## src/rtl/ara_pkg.sv

```systemverilog
`default_nettype none
// ============================================================================
// Module      : ara_pkg
// Description : Shared constants, typedefs and helpers for the AXI address
//               channel scheduler (ara_axi_addr_sched) and its counters.
//               The typedefs describe the default 2-requester configuration.
// Revision    : 1.0 - initial release
// ============================================================================
package ara_pkg;

    localparam int unsigned c_SCHED_NR_REQ          = 2;
    localparam int unsigned c_SCHED_MAX_OUTSTANDING = 8;
    localparam int unsigned c_SCHED_WEIGHT_WIDTH    = 4;
    localparam int unsigned c_SCHED_STARVE_LIMIT    = 32;

    // Index width that never collapses to zero bits, so a single-requester
    // build still has a legal one-bit select.
    function automatic int unsigned clog2_min1(input int unsigned n);
        return (n < 2) ? 1 : $clog2(n);
    endfunction

    localparam int unsigned c_SCHED_IDX_W = clog2_min1(c_SCHED_NR_REQ);
    localparam int unsigned c_SCHED_CNT_W = $clog2(c_SCHED_MAX_OUTSTANDING + 1);

    typedef logic [c_SCHED_IDX_W-1:0]        idx_t;
    typedef logic [c_SCHED_CNT_W-1:0]        cnt_t;
    typedef logic [c_SCHED_WEIGHT_WIDTH-1:0] weight_t;

endpackage
`default_nettype wire

```

## src/rtl/ara_sched_ctr.sv

```systemverilog
`default_nettype none
// ============================================================================
// Module      : ara_sched_ctr
// Description : Saturating up/down counter with simultaneous increment and
//               decrement. A decrement at zero leaves the count at zero and
//               raises o_underflow for that cycle.
// Ports       : clk, rst     - clock, synchronous active-high reset
//               i_inc, i_dec - count up / count down requests
//               o_count      - current count
//               o_underflow  - decrement requested while count is zero
// Revision    : 1.0 - initial release
// ============================================================================
module ara_sched_ctr
    import ara_pkg::*;
#(
    parameter int unsigned MAX_COUNT = c_SCHED_MAX_OUTSTANDING,
    parameter int unsigned WIDTH     = $clog2(MAX_COUNT + 1)
) (
    input  logic             clk,
    input  logic             rst,
    input  logic             i_inc,
    input  logic             i_dec,
    output logic [WIDTH-1:0] o_count,
    output logic             o_underflow
);

    localparam logic [WIDTH-1:0] c_MAX = WIDTH'(MAX_COUNT);
    localparam logic [WIDTH-1:0] c_ONE = WIDTH'(1);

    logic [WIDTH-1:0] r_count;

    // inc and dec together cancel out: a beat accepted in the same cycle as
    // a completion leaves the live count unchanged.
    always_ff @(posedge clk) begin
        if (rst) begin
            r_count <= '0;
        end else if (i_inc && !i_dec) begin
            if (r_count != c_MAX) begin
                r_count <= r_count + c_ONE;
            end
        end else if (i_dec && !i_inc) begin
            if (r_count != '0) begin
                r_count <= r_count - c_ONE;
            end
        end
    end

    assign o_count     = r_count;
    assign o_underflow = i_dec && !i_inc && (r_count == '0);

endmodule
`default_nettype wire

```

## src/rtl/ara_axi_addr_sched.sv

```systemverilog
`default_nettype none
// ============================================================================
// Module      : ara_axi_addr_sched
// Description : Weighted round-robin scheduler for one AXI address channel
//               (AR or AW) shared by CVA6 (index 0) and Ara (index 1).
//               Arbitrates combinationally in IDLE, locks the choice under
//               backpressure, caps outstanding transactions per requester and
//               force-grants requesters whose wait age reaches STARVE_LIMIT.
// Ports       : clk_i, rst_i   - clock, synchronous active-high reset
//               req_valid_i    - per-requester address beat pending
//               req_ready_o    - per-requester beat accepted
//               weight_i       - per-requester burst-credit weight (0 -> 1)
//               mst_valid_o    - valid toward mux/slave
//               mst_ready_i    - ready from mux/slave
//               sel_o          - requester driving the channel
//               done_valid_i   - one transaction completed
//               done_idx_i     - owner of the completed transaction
//               outstanding_o  - live outstanding count per requester
//               err_o          - sticky: completion seen with zero outstanding
// Revision    : 1.0 - initial release
// ============================================================================
module ara_axi_addr_sched
    import ara_pkg::*;
#(
    parameter int unsigned NR_REQ          = c_SCHED_NR_REQ,
    parameter int unsigned MAX_OUTSTANDING = c_SCHED_MAX_OUTSTANDING,
    parameter int unsigned WEIGHT_WIDTH    = c_SCHED_WEIGHT_WIDTH,
    parameter int unsigned STARVE_LIMIT    = c_SCHED_STARVE_LIMIT
) (
    input  logic                                            clk_i,
    input  logic                                            rst_i,
    input  logic [NR_REQ-1:0]                               req_valid_i,
    output logic [NR_REQ-1:0]                               req_ready_o,
    input  logic [NR_REQ*WEIGHT_WIDTH-1:0]                  weight_i,
    output logic                                            mst_valid_o,
    input  logic                                            mst_ready_i,
    output logic [clog2_min1(NR_REQ)-1:0]                   sel_o,
    input  logic                                            done_valid_i,
    input  logic [clog2_min1(NR_REQ)-1:0]                   done_idx_i,
    output logic [NR_REQ*$clog2(MAX_OUTSTANDING+1)-1:0]     outstanding_o,
    output logic                                            err_o
);

    localparam int unsigned c_IDX_W = clog2_min1(NR_REQ);
    localparam int unsigned c_CNT_W = $clog2(MAX_OUTSTANDING + 1);
    localparam int unsigned c_AGE_W = $clog2(STARVE_LIMIT + 1);

    localparam logic [c_CNT_W-1:0]      c_MAX_CNT = c_CNT_W'(MAX_OUTSTANDING);
    localparam logic [c_AGE_W-1:0]      c_STARVE  = c_AGE_W'(STARVE_LIMIT);
    localparam logic [c_AGE_W-1:0]      c_AGE_ONE = c_AGE_W'(1);
    localparam logic [WEIGHT_WIDTH-1:0] c_W_ONE   = WEIGHT_WIDTH'(1);

    localparam logic [0:0] c_ST_IDLE  = 1'b0;
    localparam logic [0:0] c_ST_GRANT = 1'b1;

    logic [0:0]              r_state;
    logic [0:0]              w_state_next;
    logic [c_IDX_W-1:0]      r_ptr;
    logic [c_IDX_W-1:0]      r_lock;
    logic                    r_err;
    logic [WEIGHT_WIDTH-1:0] r_credit [NR_REQ];
    logic [c_AGE_W-1:0]      r_age    [NR_REQ];

    logic [WEIGHT_WIDTH-1:0] w_weight_raw  [NR_REQ];
    logic [WEIGHT_WIDTH-1:0] w_weight_eff  [NR_REQ];
    logic [WEIGHT_WIDTH-1:0] w_credit_next [NR_REQ];
    logic [c_CNT_W-1:0]      w_cnt         [NR_REQ];

    logic [NR_REQ-1:0] w_elig;
    logic [NR_REQ-1:0] w_hs_vec;
    logic [NR_REQ-1:0] w_done_vec;
    logic [NR_REQ-1:0] w_underflow;

    logic               w_starve_hit;
    logic [c_IDX_W-1:0] w_starve_idx;
    logic               w_rot_hit;
    logic [c_IDX_W-1:0] w_rot_idx;
    logic [c_IDX_W-1:0] w_rot_cand;
    logic               w_ptr_ok;
    logic [c_IDX_W-1:0] w_pick;
    logic               w_pick_reload;
    logic               w_arb;
    logic               w_mst_valid;
    logic [c_IDX_W-1:0] w_sel;
    logic               w_valid_out;
    logic               w_hs;

    // ------------------------------------------------------------------
    // Per-requester decode and outstanding tracking
    // ------------------------------------------------------------------
    for (genvar g = 0; g < NR_REQ; g++) begin : g_req
        assign w_weight_raw[g] = weight_i[g*WEIGHT_WIDTH +: WEIGHT_WIDTH];
        assign w_weight_eff[g] = (w_weight_raw[g] == '0) ? c_W_ONE : w_weight_raw[g];
        assign w_hs_vec[g]     = w_hs && (w_sel == c_IDX_W'(g));
        assign w_done_vec[g]   = done_valid_i && (done_idx_i == c_IDX_W'(g));
        // Uses the registered count, so a completion at the cap only
        // unmasks the requester from the following cycle.
        assign w_elig[g]       = req_valid_i[g] && (w_cnt[g] < c_MAX_CNT);

        ara_sched_ctr #(
            .MAX_COUNT (MAX_OUTSTANDING),
            .WIDTH     (c_CNT_W)
        ) u_ctr (
            .clk         (clk_i),
            .rst         (rst_i),
            .i_inc       (w_hs_vec[g]),
            .i_dec       (w_done_vec[g]),
            .o_count     (w_cnt[g]),
            .o_underflow (w_underflow[g])
        );

        assign outstanding_o[g*c_CNT_W +: c_CNT_W] = w_cnt[g];
    end

    // ------------------------------------------------------------------
    // Arbitration: starvation first, then the current pointer while it
    // still holds credit, otherwise rotate to the next eligible index.
    // ------------------------------------------------------------------
    always_comb begin
        w_starve_hit = 1'b0;
        w_starve_idx = '0;
        // Descending scan so the lowest starving index wins.
        for (int i = NR_REQ - 1; i >= 0; i--) begin
            if (w_elig[i] && (r_age[i] >= c_STARVE)) begin
                w_starve_hit = 1'b1;
                w_starve_idx = c_IDX_W'(i);
            end
        end

        w_rot_hit  = 1'b0;
        w_rot_idx  = '0;
        w_rot_cand = '0;
        // k = NR_REQ wraps back onto ptr itself, so a lone eligible
        // requester with exhausted credit still gets a reload.
        for (int k = NR_REQ; k >= 1; k--) begin
            w_rot_cand = c_IDX_W'((int'(r_ptr) + k) % int'(NR_REQ));
            if (w_elig[w_rot_cand]) begin
                w_rot_hit = 1'b1;
                w_rot_idx = w_rot_cand;
            end
        end

        w_ptr_ok = w_elig[r_ptr] && (r_credit[r_ptr] != '0);

        w_pick        = w_rot_idx;
        w_pick_reload = 1'b0;
        if (w_starve_hit) begin
            w_pick = w_starve_idx;
        end else if (w_ptr_ok) begin
            w_pick = r_ptr;
        end else begin
            w_pick_reload = 1'b1;
        end
    end

    // ------------------------------------------------------------------
    // IDLE / GRANT control
    // ------------------------------------------------------------------
    always_comb begin
        w_state_next = r_state;
        w_mst_valid  = 1'b0;
        w_sel        = '0;
        w_arb        = 1'b0;
        case (r_state)
            c_ST_IDLE: begin
                if (w_rot_hit) begin
                    w_arb       = 1'b1;
                    w_mst_valid = 1'b1;
                    w_sel       = w_pick;
                    if (!mst_ready_i) begin
                        w_state_next = c_ST_GRANT;
                    end
                end
            end
            c_ST_GRANT: begin
                w_mst_valid = 1'b1;
                w_sel       = r_lock;
                if (mst_ready_i) begin
                    w_state_next = c_ST_IDLE;
                end
            end
            default: begin
                w_state_next = c_ST_IDLE;
            end
        endcase
    end

    // Outputs are forced quiet while reset is asserted so nothing can
    // handshake on the reset edge.
    assign w_valid_out = w_mst_valid && !rst_i;
    assign w_hs        = w_valid_out && mst_ready_i;
    assign mst_valid_o = w_valid_out;
    assign sel_o       = rst_i ? '0 : w_sel;
    assign req_ready_o = w_hs_vec;
    assign err_o       = r_err;

    // Credit: reload on a rotating pick, then spend one on the handshake;
    // both can land on the same edge.
    always_comb begin
        for (int i = 0; i < NR_REQ; i++) begin
            w_credit_next[i] = r_credit[i];
            if (w_arb && w_pick_reload && (w_pick == c_IDX_W'(i))) begin
                w_credit_next[i] = w_weight_eff[i];
            end
            if (w_hs_vec[i] && (w_credit_next[i] != '0)) begin
                w_credit_next[i] = w_credit_next[i] - c_W_ONE;
            end
        end
    end

    always_ff @(posedge clk_i) begin
        if (rst_i) begin
            r_state <= c_ST_IDLE;
            r_ptr   <= '0;
            r_lock  <= '0;
            r_err   <= 1'b0;
        end else begin
            r_state <= w_state_next;
            if (w_arb) begin
                if (!mst_ready_i) begin
                    r_lock <= w_pick;
                end
                if (w_pick_reload) begin
                    r_ptr <= w_pick;
                end
            end
            if (|w_underflow) begin
                r_err <= 1'b1;
            end
        end
    end

    always_ff @(posedge clk_i) begin
        for (int i = 0; i < NR_REQ; i++) begin
            if (rst_i) begin
                r_credit[i] <= '0;
                r_age[i]    <= '0;
            end else begin
                r_credit[i] <= w_credit_next[i];
                if (w_hs_vec[i]) begin
                    r_age[i] <= '0;
                end else if (w_elig[i] && (r_age[i] < c_STARVE)) begin
                    r_age[i] <= r_age[i] + c_AGE_ONE;
                end
            end
        end
    end

    // A locked requester must keep its beat pending until accepted.
    a_lock_held : assert property (
        @(posedge clk_i) disable iff (rst_i)
        (r_state == c_ST_GRANT) |-> req_valid_i[r_lock]
    );

endmodule
`default_nettype wire

```

## config.mk

```make
export PLATFORM = sky130hd
export DESIGN_NAME = ara_axi_addr_sched
export DESIGN_NICKNAME = d
export VERILOG_FILES = /design/src/rtl/ara_pkg.sv /design/src/rtl/ara_sched_ctr.sv /design/src/rtl/ara_axi_addr_sched.sv
export SDC_FILE = /design/constraint.sdc
export NUM_CORES = 1
export LEC_CHECK = 0
export BUFFER_PORTS_ARGS = -buffer_cell sky130_fd_sc_hd__buf_4
export CAP_MARGIN = 10
export CORE_AREA = 5 5 68 70
export CTS_CLUSTER_SIZE = 28
export DETAILED_ROUTE_END_ITERATION = 10
export DIE_AREA = 0 0 73 75
export PLACE_DENSITY_LB_ADDON = 0.15
export SETUP_SLACK_MARGIN = 0.2
export SKIP_LAST_GASP = 1
export SLEW_MARGIN = 20
export SYNTH_ARGS = -nofsm -noshare
export SYNTH_HDL_FRONTEND = slang
export SYNTH_SLANG_ARGS = --single-unit
export TNS_END_PERCENT = 1
```

## constraint.sdc

```tcl
create_clock -name clk_i -period 3.4 [get_ports clk_i]
set_input_delay 0.68 -clock clk_i [delete_from_list [all_inputs] [get_ports clk_i]]
set_output_delay 0.68 -clock clk_i [all_outputs]
set_load 0.005 [all_outputs]
```

# [Yosys cells after proc, flatten, opt, wreduce, memory -nomap -nowiden]
# Memory sizes are Yosys's and may differ from the RTL's. A register that Yosys moved wholly into a read port is not among the register bits.
# Index checks and enable logic that the tools add are counted.
[word_totals] reg_bits=12 mem_bits_rw=20 out_inout_bits=13 word_cells=154 memories=2
[mem_list] memory="r_age" depth=2 width=6 read_ports=2 rd_clocked_by_memory_dff=0 wr=2 line_no="ara_axi_addr_sched.sv:62" source="logic [c_AGE_W-1:0] r_age [NR_REQ];"
[mem_list] memory="r_credit" depth=2 width=4 read_ports=3 rd_clocked_by_memory_dff=1 wr=2 line_no="ara_axi_addr_sched.sv:61" source="logic [WEIGHT_WIDTH-1:0] r_credit [NR_REQ];"
[classes] n_addsub=10 magnitude_cmp=9 n_eq_ne=4 n_mux=65 n_bitwise=11 reduce_logical=47
[ops] op="4-bit two-way mux" n=16
[ops] op="1-bit two-way mux" n=42
[ops] op="1-bit logical AND" n=24
[ops] op="6-bit two-way mux" n=4
[ops] op="4-bit nonzero test" n=5
[ops] op="4-bit zero test" n=4
[ops] op="4-bit by 1-bit subtractor with 4-bit output, second input constant" n=4
[ops] op="6-bit by 1-bit adder with 6-bit output, second input constant" n=2
[ops] op="6-bit >= comparator, second input constant" n=2
[ops] op="6-bit < comparator, second input constant" n=2
[ops] op="4-bit by 1-bit adder with 4-bit output, second input constant" n=2
[ops] op="4-bit < comparator, second input constant" n=2
[ops] op="4-bit != test, second input constant" n=2
[ops] op="2-bit nonzero test" n=4
[ops] op="1-bit by 2-bit < comparator with 1-bit output, second input constant" n=3
[ops] op="1-bit OR" n=6
[ops] op="1-bit one-hot mux with 2 select lines" n=3
[ops] op="3-bit AND reduction" n=2
[ops] op="1-bit zero test" n=5
[ops] op="1-bit inverter" n=5
[ops] op="2-bit != test, second input constant" n=2
[ops] op="2-bit AND reduction" n=2
[ops] op="1-bit adder, second input constant" n=2
[ops] op="2-bit OR reduction" n=1

# [Depth between registers and ports, before layout]
[depth] depth_word=17 mapped_depth=14 depth_no_buf=14

# [Modules after synthesis]
# From an unflattened synthesis, not the netlist that was laid out.
[hier_totals] cells_unflattened=250 hier_area_um2=2237.1
[modules_own_cells] module="ara_axi_addr_sched" instances=1 cells_per_inst=176 area_each_um2=1594.0
[modules_own_cells] module="ara_sched_ctr" instances=2 cells_per_inst=37 area_each_um2=321.6

# [Worst setup path before layout]
# Ideal clock, no wire load.
[synth_timing] kind="input -> register" startpoint="input req_valid_i[0]" endpoint="register g_req[0].u_ctr.r_count[3]" setup_ps=71 t_arrival_ps=2963 required_time_ps=3329 slack_ps=366 cell_stages=13 path_cell_list="or3b_4 > nor2_1 > mux2i_2 > a22oi_4 > nand2_2 > inv_2 > ha_1 > inv_1 > ha_1 > a31oi_1 > o21ai_0 > or3_1 > a21oi_1"
[synth_via] elab_chain_cells=15
[synth_lines] item="from (decl)" line_no="ara_axi_addr_sched.sv:32" source="input logic [NR_REQ-1:0] req_valid_i,"
[synth_lines] item="1-bit logical AND (*)" line_no="ara_axi_addr_sched.sv:98" source="assign w_elig[g] = req_valid_i[g] && (w_cnt[g] < c_MAX_CNT);"
[synth_lines] item="1-bit two-way mux (implied by the code) (2 in a row)" line_no="ara_axi_addr_sched.sv:137" source="if (w_elig[w_rot_cand]) begin"
[synth_lines] item="1-bit two-way mux (2 in a row)" line_no="ara_axi_addr_sched.sv:137"
[synth_lines] item="1-bit two-way mux" line_no="ara_axi_addr_sched.sv:149" source="end else if (w_ptr_ok) begin"
[synth_lines] item="1-bit two-way mux" line_no="ara_axi_addr_sched.sv:147" source="if (w_starve_hit) begin"
[synth_lines] item="1-bit two-way mux" line_no="ara_axi_addr_sched.sv:166" source="if (w_rot_hit) begin"
[synth_lines] item="1-bit one-hot mux with 2 select lines" line_no="ara_axi_addr_sched.sv:164" source="case (r_state)"
[synth_lines] item="1-bit inverter" line_no="ara_axi_addr_sched.sv:94" source="assign w_hs_vec[g] = w_hs && (w_sel == c_IDX_W'(g));"
[synth_lines] item="1-bit logical AND (*)" line_no="ara_axi_addr_sched.sv:94"
[synth_lines] item="named net g_req[0].u_ctr.i_inc" line_no="ara_sched_ctr.sv:21" source="input logic i_inc,"
[synth_lines] item="1-bit zero test" line_no="ara_sched_ctr.sv:41" source="end else if (i_dec && !i_inc) begin"
[synth_lines] item="1-bit logical AND" line_no="ara_sched_ctr.sv:41"
[synth_lines] item="2-bit nonzero test (no source line)"
[synth_lines] item="3-bit AND reduction (no source line)"
[synth_lines] item="to (signal assigned)" line_no="ara_sched_ctr.sv:39" source="r_count <= r_count + c_ONE;"
[synth_lines] item="to (signal assigned)" line_no="ara_sched_ctr.sv:43" source="r_count <= r_count - c_ONE;"
[synth_lines] item="to (decl)" line_no="ara_sched_ctr.sv:30" source="logic [WIDTH-1:0] r_count;"
# The timed path passes the listed nets; every way through them passes the cells marked *. The select of a mux whose other input is x is not followed.
# A chain may end at the register's enable or synchronous reset.

# [Worst setup path after layout]
[layout_timing] startpoint="input req_valid_i[0]" endpoint="register g_req[0].u_ctr.r_count[3]"
[layout_via] elab_chain_cells=15
[layout_lines] item="1-bit logical AND (*)" line_no="ara_axi_addr_sched.sv:98"
[layout_lines] item="1-bit two-way mux (implied by the code) (2 in a row)" line_no="ara_axi_addr_sched.sv:137"
[layout_lines] item="1-bit two-way mux (2 in a row)" line_no="ara_axi_addr_sched.sv:137"
[layout_lines] item="1-bit two-way mux" line_no="ara_axi_addr_sched.sv:149"
[layout_lines] item="1-bit two-way mux" line_no="ara_axi_addr_sched.sv:147"
[layout_lines] item="1-bit two-way mux" line_no="ara_axi_addr_sched.sv:166"
[layout_lines] item="1-bit one-hot mux with 2 select lines" line_no="ara_axi_addr_sched.sv:164"
[layout_lines] item="1-bit inverter" line_no="ara_axi_addr_sched.sv:94"
[layout_lines] item="1-bit logical AND (*)" line_no="ara_axi_addr_sched.sv:94"
[layout_lines] item="1-bit zero test" line_no="ara_sched_ctr.sv:41"
[layout_lines] item="1-bit logical AND" line_no="ara_sched_ctr.sv:41"
[layout_lines] item="2-bit nonzero test (no source line)"
[layout_lines] item="3-bit AND reduction (no source line)"
# Every way passes the cells marked *; elsewhere a longest branch is shown, timed or not. The select of a mux whose other input is x is not followed.

==> flow_summary.toml <==
[outcome]
status = "finished clean"

[global_routing]
grt.overflow.total = 0
track_usage_pct = 17.0
grt_pass1_wl_um = 7230
antenna_found_initial = 0
grt_max_degree = 22
grt_pass1_vias = 1660

[setup_path]
arrival_ns = 3.25
crit_cells = 14
worstSetupStartpoint = "req_valid_i[0]"
worst-path-buf-inv = 3
worst-path-max-fanout = 7
critPathLaunchType = "input port"
r2r_cells = 13
endpoint_kind = "flip-flop"
reg2reg_from = "r_age[1][5]"
crit_path_cell_trace = "buf_4 > or3b_4 > nor2_1 > mux2i_2 > a22oi_4 > nand2_2 > inv_2 > ha_2 > inv_1 > ha_1 > a31oi_1 > o21ai_0 > or3_1 > a21oi_1"
slowest_stage = "or3b_4"
cp.required_ns = 3.61
max_stage_delay_ns = 0.41
cp_top_family = "simple AND/OR/NAND/NOR gates"
crit_type = "in2reg"

[synth]
yosysUniqueCellTypes = 52
synth_fa_ha_area_share_pct = 9.07
yosys-top-cells-area = "dfxtp_1 19%, edfxtp_1 16%, ha_1 9.1%"
synth_top_family_by_area = "simple AND/OR/NAND/NOR gates"
synth-simple-area-share_pct = 21.5
yosys.area.top_type = "dfxtp_1"
async_flop_share_pct = 0
yosys_warnings = 0
synth.top_cell.area_share_pct = 19.0
synth_compound_area_share_pct = 16.5
synth-seq-cells = 33
syn_area_um2 = 2210
synth.mux.area_fraction_pct = 7.82
ys_seq_area_share_pct = 35.4
synthFlopType = "dfxtp_1"
synth_xor_area_share_pct = 5.16
syn_inst = 244
synth.avg_cell_area_um2 = 9.05
syn-num-nets = 275
synth_enable_flop_cells = 12

[floorplanning]
die_x_um = 73
die_h_um = 75
initial_core_util_pct = 56.4
core-area_um2 = 3910
std_cell_rows = 23
dieArea_um2 = 5480
ios = 28

[route]
drc = 0
ant_nets = 0
dr.pass1.iters = 4
via_count = 1830
dr.first_iter.drc_count = 123
routed_wl_um = 4380
wl_met1_um = 2040
wl_met2_um = 2020
maxUsedRoutingLayer = "met4"
routedWlPerCell_um = 13.2
vias_per_cell = 5.53
wl_met3_um = 246

[sta]
clock.fmax_mhz = 329
skew_ns = 0.0105
slew_headroom_pct = 44.2
hold_violations = 0
maxSlewViolCount = 0
tightest_slew_ns = 0.829
rsz0062_at_grt = "yes"
finalCritPeriodShare_pct = 89.4
setup_violations = 0
fin_tns_setup_ns = 0
period_minus_slack_ns = 3.04

[clock_network]
clock_path_buffers = 2
cts_buffers = 5
cts_tree = "done"
clk_latency_ns = 0.29
htree_levels = 2
root_buffer = "clkbuf_8"
cts.sinks = 33
postCtsSetupBuffers = 0
clk_transition_reported_paths_ns = 0.06

[place]
numPortBuffers = 27
dp_hpwl_um = 3340
placed_cells = 323
gp_congestion = 0.865

[final_layout]
final_cell_mix = "35 x buf_4, 30 x nor2_1, 20 x dfxtp_1, 18 x a21oi_1, 16 x inv_1"
syn2layout_area_growth_pct = 17.2
final_cells = 331
nets = 311
layout_commonest_cell = "buf_4"
final_core_utilization_pct = 66.1
n_antenna_cell = 0
drive_above_1_share_pct = 21.0

[hold_path]
hold_depth = 2
min-delay-start = "g_req[0].u_ctr.o_count[2]"
hold_class = "reg2reg"

[power]
irDropWorstVdd_v = 0.000398
p_leak_nw = 1.03
powerDensity_nw_per_um2 = 678

[flow_run]
maxCapViolCount = 0
[per-layer routing]
metal | up-vias | GRT usage (%)
met5 | - | 0
met4 | 0 | 6.76
met3 | 7 | 4.54
met2 | 41 | 27.3
met1 | 846 | 21.9
li1 | 936 | -
[per-stage QoR]
stage / worst slack [ns] / instance area [µm²] / power, mW / hold WS, ns
floorplan: 0.366 / 2210 / 1.24 / 0.477
global placement: 0.116 / 2500 / 1.46 / 0.496
detailed placement: 0.0775 / 2500 / 1.47 / 0.499
CTS: 0.375 / 2580 / 1.76 / 0.507
global route: 0.169 / 2590 / 1.89 / 0.538
finish: 0.360 / 2590 / 1.76 / 0.503
[cell type report]
| cell class | count | area (µm²) |
|---|---|---|
| fill | 340 | 1330 |
| timing repair buffer | 35 | 263 |
| clock buffer | 7 | 76.3 |
| inverter | 18 | 67.6 |
| sequential | 33 | 782 |
| multi-input combinational | 187 | 1330 |
| clock inverter | 1 | 3.75 |
| tap | 50 | 62.6 |
[what timing repair did]
| item | in CTS | in global routing |
|---|---|---|
| setup endpoints to repair | 0 | 2 |
| resized for setup | 0 | 3 |
| hold buffers | 0 | 0 |
[Yosys cell counts, types with 2 or more instances]
cell / instances
dfxtp_1: 21
mux4_2: 2
a211oi_1: 3
and3_1: 2
nor2b_1: 8
nor3_1: 9
o2bb2ai_1: 2
xnor2_1: 9
edfxtp_1: 12
inv_1: 16
buf_4: 3
xor2_1: 4
or3_1: 5
and2_1: 3
mux2_1: 2
nand3_1: 8
nand2_1: 14
nor3b_1: 2
nor2_1: 30
nand2b_1: 4
ha_1: 16
a31oi_1: 4
o21ai_0: 10
buf_1: 3
a21oi_1: 18
mux2i_1: 8
[cell families after synthesis]
logic type | count (synthesis)
simple gates | 94
fa+ha+maj | 16
mux | 14
flops | 33
compound gates | 50
xor+xnor | 13
buf+inv | 24
[power by group]
part	leakage (nW)	switching, mW	internal, mW
sequential	0.304	0.104	0.515
combinational	0.686	0.434	0.415
clock	0.0399	0.146	0.143
[flip-flops by register name, summed over array words and instances (netlist names), named ones only]
name and count:
r_age 12, g_req.u_ctr.o_count 8, r_credit 8, err_o 1, r_lock 1, r_ptr 1, r_state 1
[worst register-to-register path, cell delays in order, from the launching register on]
cell and delay (ns):
edfxtp_1 0.45, or3b_4 0.44, nor2_1 0.14, mux2i_2 0.12, a22oi_4 0.16, nand2_2 0.11
inv_2 0.13, ha_2 0.23, inv_1 0.08, ha_1 0.32, a31oi_1 0.17, o21ai_0 0.11
or3_1 0.35, a21oi_1 0.16
[path summary, 6_finish.rpt]
| check | endpoint | slack (ns) |
|---|---|---|
| setup reg to reg | g_req[0].u_ctr.o_count[3] | 0.36 |
| hold reg to reg | g_req[0].u_ctr.o_count[2] | 0.50 |
| setup / recovery | g_req[0].u_ctr.o_count[3] | 0.36 |
| hold / removal | g_req[0].u_ctr.o_count[2] | 0.50 |
Note: power is estimated with default switching activity, not from simulation.
